**src/rtl/onehot_channel_sequencer_if.sv**
```systemverilog
// Channel sequencer bus: enable/request/dwell in, one-hot select and slot
// framing out. The master side is whoever drives requests (the bench, or the
// channel front-end). The slave side is the sequencer itself.
interface onehot_channel_sequencer_if #(
    parameter int NUM_CH      = 4,
    parameter int DWELL_WIDTH = 8
);
    logic                   en;
    logic [NUM_CH-1:0]      req;
    logic [DWELL_WIDTH-1:0] dwell;
    logic [NUM_CH-1:0]      sel;
    logic [1:0]             ch_idx;
    logic                   valid;
    logic                   slot_start;

    modport master (
        output en,
        output req,
        output dwell,
        input  sel,
        input  ch_idx,
        input  valid,
        input  slot_start
    );

    modport slave (
        input  en,
        input  req,
        input  dwell,
        output sel,
        output ch_idx,
        output valid,
        output slot_start
    );
endinterface

```
**src/rtl/onehot_channel_sequencer.sv**
```systemverilog
// Round-robin time-slot sequencer for the 4:1 one-hot mux that feeds the
// shared DSP datapath. It grants one requesting channel at a time for a
// programmable dwell and reports the active channel plus a slot-start strobe.
//
//  state    | meaning
//  ---------+---------------------------------------------------------------
//  ST_IDLE  | no slot running, sel = 0; a slot starts at the next edge with
//           | en = 1 and any req bit set
//  ST_GRANT | sel drives the winner; the slot counter counts down to 0, then
//           | the next slot follows back-to-back or the FSM returns to idle
module onehot_channel_sequencer #(
    parameter int NUM_CH      = 4,
    parameter int DWELL_WIDTH = 8
) (
    input logic                       clk,
    input logic                       rst_n,
    onehot_channel_sequencer_if.slave bus
);

    localparam int IDX_W = $clog2(NUM_CH);

    localparam logic [0:0] ST_IDLE  = 1'b0;
    localparam logic [0:0] ST_GRANT = 1'b1;

    localparam logic [NUM_CH-1:0]      SEL_ONE  = NUM_CH'(1);
    localparam logic [DWELL_WIDTH-1:0] CNT_ONE  = DWELL_WIDTH'(1);
    localparam logic [DWELL_WIDTH-1:0] CNT_ZERO = '0;
    localparam logic [IDX_W-1:0]       IDX_ONE  = IDX_W'(1);

    logic [0:0]             state_q;
    logic [DWELL_WIDTH-1:0] cnt_q;
    logic [IDX_W-1:0]       ptr_q;
    logic [NUM_CH-1:0]      sel_q;
    logic [IDX_W-1:0]       ch_idx_q;
    logic                   slot_start_q;

    logic                   slot_end;
    logic                   start_slot;
    logic [IDX_W-1:0]       rr_base;
    logic [IDX_W-1:0]       win_idx;
    logic                   win_found;
    logic [IDX_W-1:0]       cand;
    logic [DWELL_WIDTH-1:0] cnt_load;

    // Slot framing: the last cycle of a slot is the one where the counter is 0.
    // The pointer update at that edge must already steer the back-to-back
    // winner, so the search base bypasses ptr_q in that cycle.
    always_comb begin
        slot_end   = (state_q == ST_GRANT) && (cnt_q == CNT_ZERO);
        start_slot = bus.en && (|bus.req) && ((state_q == ST_IDLE) || slot_end);
        rr_base    = slot_end ? (ch_idx_q + IDX_ONE) : ptr_q;
        cnt_load   = (bus.dwell == CNT_ZERO) ? CNT_ZERO : (bus.dwell - CNT_ONE);
    end

    // Round-robin winner: first set request bit starting at rr_base, wrapping.
    always_comb begin
        win_idx   = rr_base;
        win_found = 1'b0;
        cand      = '0;
        for (int i = 0; i < NUM_CH; i++) begin
            cand = rr_base + IDX_W'(i);
            if (!win_found && bus.req[cand]) begin
                win_idx   = cand;
                win_found = 1'b1;
            end
        end
    end

    // FSM state and the slot down-counter (dwell is sampled only at slot start).
    always_ff @(posedge clk or negedge rst_n) begin
        if (!rst_n) begin
            state_q <= ST_IDLE;
            cnt_q   <= '0;
        end else if (start_slot) begin
            state_q <= ST_GRANT;
            cnt_q   <= cnt_load;
        end else if (slot_end) begin
            state_q <= ST_IDLE;
        end else if (state_q == ST_GRANT) begin
            cnt_q <= cnt_q - CNT_ONE;
        end
    end

    // Round-robin pointer advances past the channel whose slot just ended.
    always_ff @(posedge clk or negedge rst_n) begin
        if (!rst_n) begin
            ptr_q <= '0;
        end else if (slot_end) begin
            ptr_q <= ch_idx_q + IDX_ONE;
        end
    end

    // Registered mux select and channel index; ch_idx holds its value when idle.
    always_ff @(posedge clk or negedge rst_n) begin
        if (!rst_n) begin
            sel_q    <= '0;
            ch_idx_q <= '0;
        end else if (start_slot) begin
            sel_q    <= SEL_ONE << win_idx;
            ch_idx_q <= win_idx;
        end else if (slot_end) begin
            sel_q <= '0;
        end
    end

    // Slot-start strobe: high exactly in the first cycle of every slot.
    always_ff @(posedge clk or negedge rst_n) begin
        if (!rst_n) begin
            slot_start_q <= 1'b0;
        end else begin
            slot_start_q <= start_slot;
        end
    end

    assign bus.sel        = sel_q;
    assign bus.ch_idx     = ch_idx_q;
    assign bus.valid      = |sel_q;
    assign bus.slot_start = slot_start_q;

    // The mux must never see two selects at once.
    a_sel_onehot0: assert property (@(posedge clk) disable iff (!rst_n) $onehot0(sel_q));
    // While granting, the binary index agrees with the one-hot select.
    a_idx_match: assert property (@(posedge clk) disable iff (!rst_n)
        (|sel_q) |-> (sel_q == (SEL_ONE << ch_idx_q)));

endmodule

```
**src/flat_wrapper.sv**
```systemverilog
// flat-port wrapper written by rule: the top's interface ports become plain ports
module onehot_channel_sequencer_flat 
#(
    parameter int NUM_CH      = 4,
    parameter int DWELL_WIDTH = 8
)
  (clk, rst_n, bus_en, bus_req, bus_dwell, bus_sel, bus_ch_idx, bus_valid, bus_slot_start);
  onehot_channel_sequencer_if #(.NUM_CH(NUM_CH), .DWELL_WIDTH(DWELL_WIDTH)) bus_i ();
  input logic clk;
  input logic rst_n;
  input wire logic [$bits(bus_i.en)-1:0] bus_en;
  input wire logic [$bits(bus_i.req)-1:0] bus_req;
  input wire logic [$bits(bus_i.dwell)-1:0] bus_dwell;
  output wire logic [$bits(bus_i.sel)-1:0] bus_sel;
  output wire logic [$bits(bus_i.ch_idx)-1:0] bus_ch_idx;
  output wire logic [$bits(bus_i.valid)-1:0] bus_valid;
  output wire logic [$bits(bus_i.slot_start)-1:0] bus_slot_start;
  assign bus_i.en = bus_en;
  assign bus_i.req = bus_req;
  assign bus_i.dwell = bus_dwell;
  assign bus_sel = bus_i.sel;
  assign bus_ch_idx = bus_i.ch_idx;
  assign bus_valid = bus_i.valid;
  assign bus_slot_start = bus_i.slot_start;
  onehot_channel_sequencer #(.NUM_CH(NUM_CH), .DWELL_WIDTH(DWELL_WIDTH)) u_core (.clk(clk), .rst_n(rst_n), .bus(bus_i));
endmodule
```
**config.mk**
```make
export PLATFORM = sky130hd
export DESIGN_NAME = onehot_channel_sequencer_flat
export DESIGN_NICKNAME = d
export VERILOG_FILES = /design/src/rtl/onehot_channel_sequencer_if.sv /design/src/rtl/onehot_channel_sequencer.sv /design/src/flat_wrapper.sv
export SDC_FILE = /design/constraint.sdc
export NUM_CORES = 1
export LEC_CHECK = 0
export CAP_MARGIN = 20
export CORE_AREA = 3 3 54 46
export CTS_BUF_LIST = sky130_fd_sc_hd__clkbuf_4 sky130_fd_sc_hd__clkbuf_8 sky130_fd_sc_hd__clkbuf_16
export DETAILED_ROUTE_END_ITERATION = 10
export DIE_AREA = 0 0 57 49
export DONT_BUFFER_PORTS = 1
export PLACE_DENSITY_LB_ADDON = 0.1
export SETUP_SLACK_MARGIN = 0.1
export SYNTH_ARGS = -nofsm -noshare
export SYNTH_HDL_FRONTEND = slang
export SYNTH_SLANG_ARGS = --single-unit
```
**constraint.sdc**
```tcl
create_clock -name clk -period 6.9 [get_ports clk]
set_input_delay 1.035 -clock clk [delete_from_list [all_inputs] [get_ports clk]]
set_output_delay 1.035 -clock clk [all_outputs]
set_load 0.01 [all_outputs]
```
==> key figures <==
Timing
  – RSZ-0062 raised after global routing: no
  – Clock skew: about 12 ps
  – Setup violations, final: 0
  – Fin. Hold Viols: 0
  – Transition time of the tightest slew-check pin: around 780 ps
  – Slew headroom: a little under half
  – Tmin final: approximately 2500 ps
  – Setup TNS: 0 ps
  – Count of pins over their slew limit: 0
  – Fmax: 397 MHz
  – Share of the cycle needed by the critical path after routing: between 30% and 40%
  – Worst setup margin: between 4000 and 5000 ps

Setup path
  – Max incr delay on CP: about 500 ps
  – WP data arrival: 2700 ps
  – Critical path destination: u_core.bus.sel[0]
  – Setup CP Type: register to register
  – Worst Reg-to-Reg Cells: 8
  – CP startpoint kind: register
  – Worst setup EP type: register
  – Critical path, cell by cell: inv_1 > ha_1 > or4b_4 > or3_4 > a211oi_2 > a2bb2oi_2 > o21ai_1 > a22o_1
  – Slowest CP cell: or4b_4
  – Worst r2r src: u_core.cnt_q[0]
  – Required @ worst endpoint: approximately 7100 ps
  – Crit path launch: u_core.cnt_q[0]
  – Reg2reg end: u_core.bus.sel[0]
  – Crit Path Max Fanout: 5
  – FF-to-FF setup slack: around 4400 ps

Global route
  – Grt total ovfl: 0
  – First-pass GRT wire length: just under 5 mm
  – GRT Total Usage: between 20% and 30%
  – Largest net degree at the start of global routing: 19
  – Initial antenna violation count: 0
  – Number of global-route vias before repair: ~1,000

Clock tree
  – TritonCTS buffer count: 3
  – H-tree depth: 1
  – CTS Root Cell: clkbuf_4
  – Clk sinks: 18
  – Resized cells post-CTS: 0
  – Clock-pin slew on the worst setup and hold paths: 110 ps
  – Cts hold-fix bufs: 0
  – Post-CTS setup buffer count: 0
  – Worst-Skew Late Latency: 300 ps
  – Longest Clk Path Bufs: 2
  – TritonCTS clock tree: yes

Synthesis
  – Library cells used by synthesis: 44
  – Synth Cell Area: around 1200 um2
  – Syn_area_per_cell: ~9.0 um2
  – Post-Synthesis Cells: 132
  – Yosys warns: 0
  – Register area share after synthesis: between 30% and 40%
  – Number of synthesized flops with an enable pin: 0
  – Asr flop ratio synth: 100%
  – Post-Syn Nets: 150
  – Synth top area share: 37.7%
  – Yosys top cell by area: dfrtp_1
  – Dominant synthesized flop cell: dfrtp_1
  – Top cells by count, synth: dfrtp_1 (18), nor2_1 (13), nand2_1 (10)
  – Top-count cell post-synth: dfrtp_1
  – Ranking of synthesized cells by area: dfrtp_1 (38%), nor2_1 (4.1%), a21oi_1 (3.4%), ha_1 (3.1%), nand2_1 (3.1%)
  – Synth Register Bits: 18

Flow run
  – Max_cap viols: 0

Power and ir drop
  – PwrDens: approximately 140 nW/um2
  – Sw power: 38.2 uW
  – Flop pwr share: 58.3%
  – Switch share: 21.1%
  – Clock power frac: 35.8%
  – Static leakage: roughly 0.00057 uW
  – Internal power: about 140 uW
  – Comb pwr share: under 10%
  – VDD IR max: 0.163 mV

Floorplanning
  – Core ar.: 1930 um2
  – FP Rows: 14
  – Chip width: 57 um
  – Die footprint: roughly 2800 um2
  – Die Height: between 40 and 50 um
  – # IOs: 23
  – Initial Util: about three fifths

Placed design
  – Placer Congestion: 0.865
  – I/O Buffers: 0
  – Post-detail-place hpwl: around 2.3 mm
  – Pre-CTS setup slack: approximately 4100 ps

Layout
  – Share of cells above drive strength 1: between 8 and 9%
  – Fillers: 160
  – Final net count: around 150
  – Synth-to-layout area growth: 4.93%
  – N_diodes: 0

Drt
  – Routed Antenna Nets: 0
  – WL final: ~2.9 mm
  – Vias: ~1,100
  – Residual DRC: 0
  – Drt first pass iters: 4
  – Vias/cell: around 7
  – Drt wl/cell: between 15 and 20 um
  – Drt initial violations: between 50 and 60

Min path
  – Hold Crit Class: input pin to asynchronous set/reset pin

Status
  – Status: completed
-- cells by family after synthesis --
logic type / count (synthesis) / synth area share [%]
xor gates and xnor gates: 7 / 5.14
AOI/OAI and AO/OA: 38 / 23.8
adders and majority gates: 3 / 3.14
DFF: 18 / 37.7
muxes: 4 / 3.46
buffers and inverters: 11 / 3.77
and+or+nand+nor: 51 / 23.0
-- placed cells by master (no fill, tap or decap), types with 2 or more instances in the layout --
| master | Yosys | final |
|---|---|---|
| o221ai_1 | 4 | 4 |
| a32oi_1 | 2 | 2 |
| o21a_1 | 3 | 3 |
| mux2i_1 | 3 | 3 |
| ha_1 | 3 | 3 |
| a22o_1 | 2 | 2 |
| o21ai_1 | 2 | 2 |
| nand3_1 | 3 | 3 |
| o22ai_1 | 2 | 2 |
| inv_1 | 9 | 9 |
| a21oi_1 | 8 | 8 |
| o22a_1 | 2 | 2 |
| nand4_1 | 3 | 3 |
| nand2b_1 | 3 | 3 |
| dfrtp_1 | 18 | 18 |
| o41ai_1 | 2 | 2 |
| nand3b_1 | 2 | 2 |
| clkbuf_4 | 0 | 3 |
| xnor2_1 | 3 | 3 |
| nor2_1 | 13 | 13 |
| nor3_1 | 7 | 7 |
| xor2_1 | 4 | 4 |
| a31oi_1 | 2 | 2 |
| nor3b_1 | 2 | 2 |
| nand2_1 | 10 | 10 |
-- final cells by class --
cell class              instances  area (um2)  area share, %
clock buffers                   4        36.3           2.90
flip-flops and latches         18         450           36.0
multi-input cells             103         698           55.7
well taps                      24        30.0           2.40
inverters                      10        37.5           3.00
-- through the flow --
stage | std cells | hold slack (ps) | utilization (%) | instance area, um2 | total power [uW]
3_3_place_gp | 155 | 551 | 63.1 | 1220 | 118
6_report | 159 | 413 | 65.0 | 1250 | 181
2_1_floorplan | 132 | 491 | - | 1190 | 116
3_5_place_dp | 155 | 562 | 63.1 | 1220 | 118
5_1_grt | 159 | 392 | 65.0 | 1250 | 189
4_1_cts | 159 | 405 | 65.0 | 1250 | 183
-- state kept, by name, indices dropped and copies added, names as in the netlist --
register and cells:
u_core.bus.ch_idx 2, u_core.cnt_q 8, u_core.state_q 1, u_core.ptr_q 2, u_core.bus.slot_start 1, u_core.bus.sel 4
-- power groups by stage --
| stage | logic [uW] | registers (uW) | clock network (uW) |
|---|---|---|---|
| 6_report | 10.7 | 105 | 64.7 |
| 3_5_place_dp | 10.4 | 108 | 0 |
| 3_3_place_gp | 10.5 | 108 | 0 |
| 5_1_grt | 11.8 | 105 | 71.6 |
| 4_1_cts | 10.5 | 105 | 67.2 |
| 2_1_floorplan | 8.93 | 108 | 0 |
-- critical path: cells and delay by family, from the launching register on --
family	cells	cell delay, ps
compound gates	4	760
fa+ha+maj	1	200
buf+inv	1	160
flops	1	380
simple gates	2	910
-- worst min-delay path by stage --
stage / startpoint / end / depth (start not counted)
floorplan: u_core.cnt_q[1] / u_core.cnt_q[1] / 2
global placement: u_core.cnt_q[5] / u_core.cnt_q[5] / 1
detailed placement: u_core.cnt_q[1] / u_core.cnt_q[1] / 2
CTS: rst_n / u_core.ptr_q[0] / 0
global route: rst_n / u_core.cnt_q[6] / 0
finish: rst_n / u_core.cnt_q[6] / 0
-- routing by layer --
metal	up-vias	global-route usage, %	wire length [um]
li1	503	-	-
met1	547	31.8	1250
met2	54	31.6	1340
met3	2	6.61	273
met4	0	5.02	10
met5	-	0	0
Power figures use the tool's default switching activity.
